File: src/rtl/nv_async_fifo_pkg.sv
// nv_async_fifo_pkg: shared constants and Gray-code helper for the async FIFO controllers
package nv_async_fifo_pkg;
    localparam int FIFO_DEPTH_LOG2 = 4;
    localparam int FIFO_PTR_W      = FIFO_DEPTH_LOG2 + 1;
    localparam int SKID_DEPTH      = 2;

    function automatic logic [31:0] bin2gray(input logic [31:0] b);
        return b ^ (b >> 1);
    endfunction
endpackage

File: src/rtl/nv_async_fifo_gray_sync.sv
// nv_async_fifo_gray_sync: multi-flop synchronizer for a Gray-coded pointer bus
module nv_async_fifo_gray_sync
    import nv_async_fifo_pkg::*;
#(
    parameter int W      = FIFO_PTR_W,
    parameter int STAGES = 2
) (
    input  logic         clk_i,
    input  logic         rstn_i,
    input  logic [W-1:0] d_i,
    output logic [W-1:0] q_o
);
    logic [STAGES-1:0][W-1:0] sync_q;

    // plain shift chain, nothing combinational between stages
    always_ff @(posedge clk_i)
        if (!rstn_i) sync_q <= '0;
        else         sync_q <= {sync_q[STAGES-2:0], d_i};

    assign q_o = sync_q[STAGES-1];
endmodule

File: src/rtl/nv_async_fifo_rd_ctrl.sv
// nv_async_fifo_rd_ctrl: read-domain controller with empty detect, 2-entry output skid and read clock-gate enable
module nv_async_fifo_rd_ctrl
    import nv_async_fifo_pkg::*;
#(
    parameter int DEPTH_LOG2  = FIFO_DEPTH_LOG2,
    parameter int WIDTH       = 32,
    parameter int SYNC_STAGES = 2
) (
    input  logic                  nvdla_core_clk,
    input  logic                  nvdla_core_rstn,
    input  logic [DEPTH_LOG2:0]   wr_ptr_gray,
    input  logic [WIDTH-1:0]      ram_rd_data,
    output logic                  ram_re,
    output logic [DEPTH_LOG2-1:0] ram_ra,
    output logic                  rd_pvld,
    input  logic                  rd_prdy,
    output logic [WIDTH-1:0]      rd_pd,
    output logic [DEPTH_LOG2:0]   rd_ptr_gray,
    input  logic                  one_hot_enable,
    input  logic                  tp,
    output logic                  rd_clk_en
);
    localparam int PTR_W = DEPTH_LOG2 + 1;

    logic [PTR_W-1:0] wr_gray_s, rd_ptr_q, rd_ptr_d, rd_ptr_gray_q;
    logic             pend_q, empty, pop;
    logic [1:0]       cnt_q, cnt_d, slot;
    logic [WIDTH-1:0] skid0_q, skid1_q, skid0_d, skid1_d;

    nv_async_fifo_gray_sync #(.W(PTR_W), .STAGES(SYNC_STAGES)) u_wr_sync (
        .clk_i  (nvdla_core_clk),
        .rstn_i (nvdla_core_rstn),
        .d_i    (wr_ptr_gray),
        .q_o    (wr_gray_s)
    );

    // issue decision, skid write slot and clock-gate enable
    always_comb begin
        empty     = rd_ptr_gray_q == wr_gray_s;
        pop       = rd_pvld & rd_prdy;
        cnt_d     = cnt_q + {1'b0, pend_q} - {1'b0, pop};
        ram_re    = nvdla_core_rstn & !empty & (cnt_d < 2'(SKID_DEPTH));
        rd_ptr_d  = rd_ptr_q + PTR_W'(ram_re);
        slot      = cnt_q - {1'b0, pop};
        skid0_d   = (pend_q && slot == 2'd0) ? ram_rd_data : pop ? skid1_q : skid0_q;
        skid1_d   = (pend_q && slot == 2'd1) ? ram_rd_data : skid1_q;
        rd_clk_en = (!one_hot_enable | !tp) & (!empty | pend_q | (cnt_q != 2'd0) | !nvdla_core_rstn);
    end

    // read pointer, in-flight flag and skid storage; reset discards in-flight data
    always_ff @(posedge nvdla_core_clk)
        if (!nvdla_core_rstn) begin
            rd_ptr_q      <= '0;
            rd_ptr_gray_q <= '0;
            pend_q        <= 1'b0;
            cnt_q         <= 2'd0;
            skid0_q       <= '0;
            skid1_q       <= '0;
        end else begin
            rd_ptr_q      <= rd_ptr_d;
            rd_ptr_gray_q <= PTR_W'(bin2gray(32'(rd_ptr_d)));
            pend_q        <= ram_re;
            cnt_q         <= cnt_d;
            skid0_q       <= skid0_d;
            skid1_q       <= skid1_d;
        end

    assign ram_ra      = rd_ptr_q[DEPTH_LOG2-1:0];
    assign rd_pvld     = cnt_q != 2'd0;
    assign rd_pd       = skid0_q;
    assign rd_ptr_gray = rd_ptr_gray_q;
endmodule
File: config.mk
export PLATFORM = sky130hd
export DESIGN_NAME = nv_async_fifo_rd_ctrl
export DESIGN_NICKNAME = d
export VERILOG_FILES = /design/src/rtl/nv_async_fifo_pkg.sv /design/src/rtl/nv_async_fifo_gray_sync.sv /design/src/rtl/nv_async_fifo_rd_ctrl.sv
export SDC_FILE = /design/constraint.sdc
export NUM_CORES = 1
export LEC_CHECK = 0
export ABC_AREA = 1
export CAP_MARGIN = 40
export CORE_UTILIZATION = 52
export CTS_BUF_LIST = sky130_fd_sc_hd__clkbuf_8
export DETAILED_ROUTE_END_ITERATION = 10
export PLACE_DENSITY = 0.85
export SKIP_CTS_REPAIR_TIMING = 1
export SYNTH_ARGS = -nofsm -noshare
export SYNTH_HDL_FRONTEND = slang
export SYNTH_HIERARCHICAL = 1
export SYNTH_SLANG_ARGS = --single-unit
File: constraint.sdc
create_clock -name nvdla_core_clk -period 2.6 [get_ports nvdla_core_clk]
set_clock_uncertainty 0.05 [all_clocks]
set_input_delay 0.39 -clock nvdla_core_clk [delete_from_list [all_inputs] [get_ports nvdla_core_clk]]
set_output_delay 0.39 -clock nvdla_core_clk [all_outputs]
set_load 0.01 [all_outputs]
**Word level (Yosys, flattened, before mapping)**

Cells that the tools add are included.

- Add/subtract/negate cells: 4
- $lt $le $gt $ge: 1
- Eq/ne operators: 2
- Muxes and demuxes: 2
- Bitwise operators: 9
- Reduce and logical (&&, ||, !) cells: 9

Operators by type and width:

| cell | number |
|---|---|
| $mux 32 | 2 |
| $add 5x1->5 | 1 |
| $eq 5x5->1 | 1 |
| $xor 5x4->5 | 1 |
| $and 1x1->1 | 4 |
| $logic_not 1->1 | 4 |
| $or 1x1->1 | 4 |
| $reduce_bool 2->1 | 2 |
| $sub 2x1->2 | 2 |
| $add 2x1->2 | 1 |
| $eq 2x1->1 const B | 1 |
| $logic_and 1x1->1 | 2 |
| $logic_not 2->1 | 1 |
| $lt 2x2->1 const B | 1 |

- Flip-flop bits (word level): 87
- Input port bits: 42
- Output and inout bits: 44
- Logic and storage cells: 35

**Longest topological paths before layout**

Gate-level depths: netlist of the first run.

- Depth after elaboration: 7
- Mapped depth: 16

**Modules after synthesis**

The synthesis of the first run kept the hierarchy.

By module, submodules not included:

| module | times used | cells an instance | area each (um^2) | sequential area each (um^2) |
|---|---|---|---|---|
| nv_async_fifo_rd_ctrl | 1 | 548 | 3562.2 | 1521.5 |
| nv_async_fifo_gray_sync | 1 | 36 | 324.1 | 200.2 |

**Worst setup path after synthesis of the first run**

No wires, ideal clock.

- Path kind: register to register
- Start: reg cnt_q[0]
- End: reg rd_ptr_gray_q[3], in the netlist rd_ptr_gray[3]
- Library setup time: 0.109 ns
- Data arrival time: 1.961 ns
- Path slack: 0.481 ns
- Cell stages (with the launch flop): 14
- Cells stage by stage: dfxtp_1 -> nand3b_1 -> nand2_1 -> ha_1 -> xnor2_1 -> nor2_1 -> ha_1 -> ha_1 -> nand3_1 -> xnor2_1 -> nand2_1 -> nand2_1 -> nand2_1 -> inv_1

- Cells in the longest elaborated chain, start to end: 7
- Elaborated cells between the ends (all ways): 8

Ends and longest elaborated chain:

| item | line | text |
|---|---|---|
| from (decl) | nv_async_fifo_rd_ctrl.sv:27 | `logic [1:0] cnt_q, cnt_d, slot;` |
| from (signal assigned) | nv_async_fifo_rd_ctrl.sv:63 | `cnt_q <= cnt_d;` |
| branches (longest 2 deep; another with $add 2x1->2) | n/a |  |
| $sub 2x1->2 (*) | nv_async_fifo_rd_ctrl.sv:41 | `cnt_d = cnt_q + {1'b0, pend_q} - {1'b0, pop};` |
| $lt 2x2->1 (*) | nv_async_fifo_rd_ctrl.sv:42 | `ram_re = nvdla_core_rstn & !empty & (cnt_d < 2'(SKID_DEPTH));` |
| $and 1x1->1 (*) | nv_async_fifo_rd_ctrl.sv:42 |  |
| named net ram_re | nv_async_fifo_rd_ctrl.sv:13 | `output logic ram_re,` |
| $add 5x1->5 (*) | nv_async_fifo_rd_ctrl.sv:43 | `rd_ptr_d = rd_ptr_q + PTR_W'(ram_re);` |
| $xor 5x4->5 (*) | nv_async_fifo_pkg.sv:8 | `return b ^ (b >> 1);` |
| to (signal assigned) | nv_async_fifo_rd_ctrl.sv:61 | `rd_ptr_gray_q <= PTR_W'(bin2gray(32'(rd_ptr_d)));` |
| to (decl) | nv_async_fifo_rd_ctrl.sv:25 | `logic [PTR_W-1:0] wr_gray_s, rd_ptr_q, rd_ptr_d, rd_ptr_gray_q;` |

Mark *: on every way through the listed nets, which the timed path passes.
A chain may end at the register's enable or synchronous reset.

**Worst setup path after layout of the first run**

- Start: in rd_prdy
- End: reg rd_ptr_gray_q[2], in the netlist rd_ptr_gray[2]

- Cells in the longest elaborated chain, start to end: 6

Ends and longest elaborated chain:

| item | line | text |
|---|---|---|
| from (decl) | nv_async_fifo_rd_ctrl.sv:16 | `input logic rd_prdy,` |
| $and 1x1->1 | nv_async_fifo_rd_ctrl.sv:40 | `pop = rd_pvld & rd_prdy;` |
| $sub 2x1->2 | nv_async_fifo_rd_ctrl.sv:41 |  |
| $lt 2x2->1 | nv_async_fifo_rd_ctrl.sv:42 |  |
| $and 1x1->1 | nv_async_fifo_rd_ctrl.sv:42 |  |
| $add 5x1->5 | nv_async_fifo_rd_ctrl.sv:43 |  |
| $xor 5x4->5 | nv_async_fifo_pkg.sv:8 |  |

No other way between the ends.

==> flow_summary.ini, run 1 <==
[setup_path]
arrival_ns = 2.69
crit_buf_inv = 4
path_max_fanout = 3
worstPathCellList = clkdlybuf4s50_1 -> inv_2 -> nand2_1 -> nand2_1 -> ha_1 -> xnor2_2 -> nor2_1 -> buf_4 -> ha_1 -> ha_1 -> xnor2_1 -> nor2_1 -> o21ai_0 -> inv_1
cp-start-kind = primary input
slowest_stage = clkdlybuf4s50_1
path_delay_family = buffers and inverters
timing.rr.start = cnt_q[0]$_SDFF_PN0_
startpoint = rd_prdy
worst-setup-path-type = primary input to flop
cp.required_ns = 2.79
crit_top_cell = ha_1
max_stage_delay_ns = 0.50
cp-end-kind = flop
r2r_slack_ns = 0.16
reg2reg_depth = 12
worstReg2RegEnd = rd_ptr_gray[2]$_SDFF_PN0_

[power]
p_switching_mw = 1.271
sequentialPowerShare_pct = 43.4
sw_frac_of_total_pct = 33.87
leakagePower_nw = 2.347
clockPowerShare_pct = 21.5
power.density_mw_per_mm2 = 753.5
p_int_mw = 2.481
pwr-share-comb_pct = 35.1
ir_drop_v = 0.0004137

[global_route]
grt_use_total_pct = 23.52
grt_start_max_net_pins = 67
overflow = 0
grt_pass1_vias = 3408
antenna_found_initial = 0
grt_pass1_wl_microns = 14430

[detailed_routing]
wl_per_cell_microns = 11.77
dr.pass1.iters = 4
vias_per_cell = 4.951
drt_iter0_markers = 160
wirelength_microns = 8874
routed-via-count = 3733
drc = 0
ant_nets = 0

[sta]
holdWs_ns = 0.3581
slew_viol_final = 0
max_slew.worst_pin.slew_ns = 0.6202
fin_crit_ns = 2.504
fin_tns_setup_ns = 0
max_freq_mhz = 399.3
hold_viol_final = 0
slew-limit-headroom_pct = 58.66
setup_viol = 0
post-route-period-util_pct = 96.32

[cts]
cts.clk_slew.worst_paths_ns = 0.08
cts.sinks = 86
cts_max_path_buffers = 2
cts_tree = built
cts_root_buffer = clkbuf_8
cts_made_buffers = 9
clkLatencyLatePin_ns = 0.34
h-tree-depth = 3

[placement]
place_inst = 739
gp_congestion = 0.7742
io_buffers = 85
post-dp-hpwl_microns = 5941

[job]
max-cap-violations = 0

[synth]
ys_warn_count = 6
post_synth.cell_area_avg_sq_um = 6.654
synth.distinct_cells = 24
synth_nets = 629
synth.cell_area_sq_mm = 0.003886
synth_cells = 584
ys_ff_latch = 86
ys_seq_area_share_pct = 44.30

[worst_hold_path]
hp-start = nvdla_core_rstn
holdPathEnd = skid1_q[19]$_SDFFE_PN0P_
hold_class = primary input to flop
holdPathStages = 3

[layout]
antenna_cells = 0
drive_gt1_share_pct = 5.802
final_cell_mix = nand2_1, nand3_1, dfxtp_1
num-nets-final = 697
synthToLayoutAreaGrowth_pct = 28.14
layoutNonFillerInstCount = 754
post-route-util_pct = 68.66
mostFrequentLayoutCell = nand2_1

[outcome]
status = completed

[die]
core.rowCount = 31
io-pin-count = 86
die-area_sq_mm = 0.007823
die_h_microns = 88.45
die_w_microns = 88.45
start_util_pct = 53.58
coreArea_sq_mm = 0.007253
synth_stat cells (all sizes together):
library cell	n	area share [%]
nand2	170	16
nand3	99	13
dfxtp	86	44
nor2	75	7.3
inv	62	6.0
a21oi	33	4.3
buf	22	3.4
clkbuf	21	2.0
xnor2	5	1.1
ha	3	0.97
and2	2	0.32
o21ai	2	0.35
clkinv	1	0.096
nand3b	1	0.19
nand4	1	0.16
o21a	1	0.19
worst reg2reg max path, cell delays in order, from the launching register on:
cell	delay, ns
dfxtp_1	0.42
nand3b_1	0.17
nand2_1	0.08
ha_1	0.21
xnor2_2	0.20
nor2_1	0.10
buf_4	0.14
ha_1	0.20
ha_1	0.21
xnor2_1	0.18
nor2_1	0.09
o21ai_0	0.21
inv_1	0.07
flip-flops by register name, summed over array words and instances (netlist names):
signal            flops
rd_ptr_gray           4
rd_ptr_q              5
u_wr_sync/q_o         5
pend_q                1
rd_pd                32
skid1_q              32
cnt_q                 2
u_wr_sync/sync_q      5
routing by layer:
layer / vias to the layer above / routed length (microns) / global-route usage (%)
met5: - / 0 / 0
met4: 0 / 119 / 8.065
met3: 10 / 398 / 5.504
li1: 1936 / - / -
met1: 1692 / 3789 / 26.04
met2: 95 / 4567 / 43.92
cells by family (layout without fill, tap and decap cells):
logic type / count (synthesis) / count (layout) / synth area share, %
AOI/OAI and AO/OA: 36 / 36 / 4.894
DFF: 86 / 86 / 44.30
adders and majority gates: 3 / 3 / 0.9660
and+or+nand+nor: 348 / 348 / 37.15
buffers and inverters: 106 / 177 / 11.56
xor gates and xnor gates: 5 / 5 / 1.127
power groups by stage:
stage	Sequential, mW	Combinational (mW)	Clock (mW)
6_report	1.63	1.32	0.808
3_3_place_gp	1.65	1.26	0
4_1_cts	1.63	1.31	0.824
5_1_grt	1.65	1.47	0.876
2_1_floorplan	1.71	0.707	0
3_5_place_dp	1.66	1.31	0
worst max-delay path by stage:
stage / endpoint / depth (start not counted)
2_1_floorplan: rd_ptr_gray[3]$_SDFF_PN0_ / 13
3_3_place_gp: rd_ptr_gray[2]$_SDFF_PN0_ / 13
3_5_place_dp: rd_ptr_gray[2]$_SDFF_PN0_ / 13
4_1_cts: ram_re / 8
5_1_grt: rd_ptr_gray[3]$_SDFF_PN0_ / 16
6_report: rd_ptr_gray[2]$_SDFF_PN0_ / 14
per-stage QoR:
step / power (mW) / area (sq um) / setup WS, ns
final: 3.752 / 4980 / 0.09575
after CTS: 3.766 / 4955 / -0.04596
after global routing: 3.993 / 4980 / -0.009162
after detailed placement: 2.966 / 4792 / -0.1903
after global placement: 2.912 / 4765 / -0.007718
after floorplan: 2.413 / 3886 / 0.4806
layout make-up:
cell class	count	area (sq um)
Clock inverter	4	25.02
Fill cell	650	2273
Inverter	63	236.5
Clock buffer	10	137.6
Tap cell	99	123.9
Timing Repair Buffer	100	993.5
Multi-Input combinational cell	392	1740
Sequential cell	86	1723
No activity file was read; power rests on OpenSTA's default activity.
==> run 2, diff against run 1 <==
--- a/config.mk
+++ b/config.mk
@@ -7,6 +7,7 @@
 export LEC_CHECK = 0
 export ABC_AREA = 1
 export CAP_MARGIN = 40
+export CORE_MARGIN = 2
 export CORE_UTILIZATION = 52
 export CTS_BUF_LIST = sky130_fd_sc_hd__clkbuf_8
 export DETAILED_ROUTE_END_ITERATION = 10
==> run 2 against run 1 <==
Compared with the run above: sequential share of layout area shrank 0.26 points; register-to-register slack gained 0.17 ns; clock power grew 29%; worst hold slack lost 0.048 ns; design area grew 0.75%; highest routed layer unchanged.
==> flow_summary.ini, run 2 (synthesized netlist as in run 1, its figures left out) <==
[worst_hold_path]
hold_class = primary input to flop
holdPathStages = 3

[setup_path]
cp.required_ns = 2.79
worst-setup-path-type = primary input to flop
r2r_slack_ns = 0.33
cp-end-kind = flop
arrival_ns = 2.53
reg2reg_depth = 11
path_max_fanout = 3
cp-start-kind = primary input

[layout]
regArea_sq_mm = 0.001723
fill_cells = 654
mostFrequentLayoutCell = nand2_1
post-route-util_pct = 69.17
antenna_cells = 0
synthToLayoutAreaGrowth_pct = 29.10
drive_gt1_share_pct = 5.649
multi_input_area_sq_mm = 0.001728
num-nets-final = 696
final_cell_mix = nand2_1, nand3_1, dfxtp_1

[global_route]
antenna_found_initial = 0
overflow = 0
grt_use_total_pct = 22.66
grt_start_max_net_pins = 55
grt_pass1_wl_microns = 15490
grt_pass1_vias = 3636

[sta]
slew_viol_final = 0
post-route-period-util_pct = 89.88
rsz0062_at_grt = no
setup_viol = 0
slew-limit-headroom_pct = 66.43
hold_viol_final = 0
fin_crit_ns = 2.337
max_slew.worst_pin.slew_ns = 0.5035
max_freq_mhz = 427.9
fin_tns_setup_ns = 0

[detailed_routing]
vias_per_cell = 4.993
dr.pass1.iters = 4
drc = 0
routed-via-count = 3765
drt_iter0_markers = 208
wirelength_microns = 9062
wl_per_cell_microns = 12.02
ant_nets = 0

[cts]
clkLatencyLatePin_ns = 0.35
cts_made_buffers = 9
cts_tree = built
cts_root_buffer = clkbuf_8
cts.sinks = 86
cts_max_path_buffers = 2
h-tree-depth = 3
cts.clk_slew.worst_paths_ns = 0.08

[die]
start_util_pct = 53.58
die_h_microns = 90.45
core.rowCount = 31
coreArea_sq_mm = 0.007253
io-pin-count = 86
die-area_sq_mm = 0.008181
die_w_microns = 90.45

[power]
leakagePower_nw = 2.358
power.density_mw_per_mm2 = 793.6
ir_drop_v = 0.0003990
fin_total_pwr_mw = 3.982

[placement]
gp_congestion = 0.7989
post-dp-hpwl_microns = 5999
io_buffers = 85

[outcome]
status = completed

[job]
max-cap-violations = 0
-- run 2: routing by layer --
metal	GRT usage (%)	share of wire, %	wire length (microns)	vias up
met2	40.98	51	4585	127
met3	3.756	5.9	534	20
met4	10.77	2.3	210	0
li1	-	-	-	1930
met5	0	0	0	-
met1	25.95	41	3731	1688
-- run 2: stage by stage --
step                setup WS [ns]  cell area (sq um)  std cells  hold slack [ns]
CTS                      -0.04520               5012        754           0.3019
global placement          0.02269               4765        738           0.3435
floorplan                  0.4806               3886        584           0.3405
global route              0.08346               5017        754           0.3098
finish                     0.2632               5017        754           0.3106
detailed placement        -0.1074               4792        739           0.3532
-- run 2: final timing paths --
check	start	to
worst max-delay path	rd_prdy	rd_ptr_gray[2]$_SDFF_PN0_
worst min-delay path	nvdla_core_rstn	cnt_q[0]$_SDFF_PN0_
worst max register to register	cnt_q[0]$_SDFF_PN0_	rd_ptr_gray[2]$_SDFF_PN0_
worst min register to register	u_wr_sync/sync_q[2]$_SDFF_PN0_	u_wr_sync/q_o[2]$_SDFF_PN0_
-- run 2: layout make-up --
type / instances / area share (%)
timing repair buffer: 99 / 19.65
sequential: 86 / 34.34
clock inverter: 5 / 1.646
multi-input combinational: 392 / 34.44
tap: 99 / 2.469
clock buffer: 10 / 2.743
inverter: 63 / 4.713
-- run 2: report_power, final --
group          leakage (nW)  internal (mW)  total [mW]  switching (mW)
Sequential            0.703           1.51        1.64           0.124
Combinational          1.54          0.603        1.31           0.705
Clock                 0.113          0.566        1.04           0.470
Total                  2.36           2.68        3.98            1.30
-- run 2: worst max-delay path, stage by stage --
cell	delay [ns]
clkdlybuf4s50_1	0.49
inv_2	0.05
nand2_1	0.07
nand2_1	0.06
ha_1	0.19
xnor2_1	0.24
nor2_2	0.09
ha_1	0.23
ha_1	0.22
xnor2_1	0.18
nor2_1	0.09
o21ai_0	0.16
inv_1	0.07
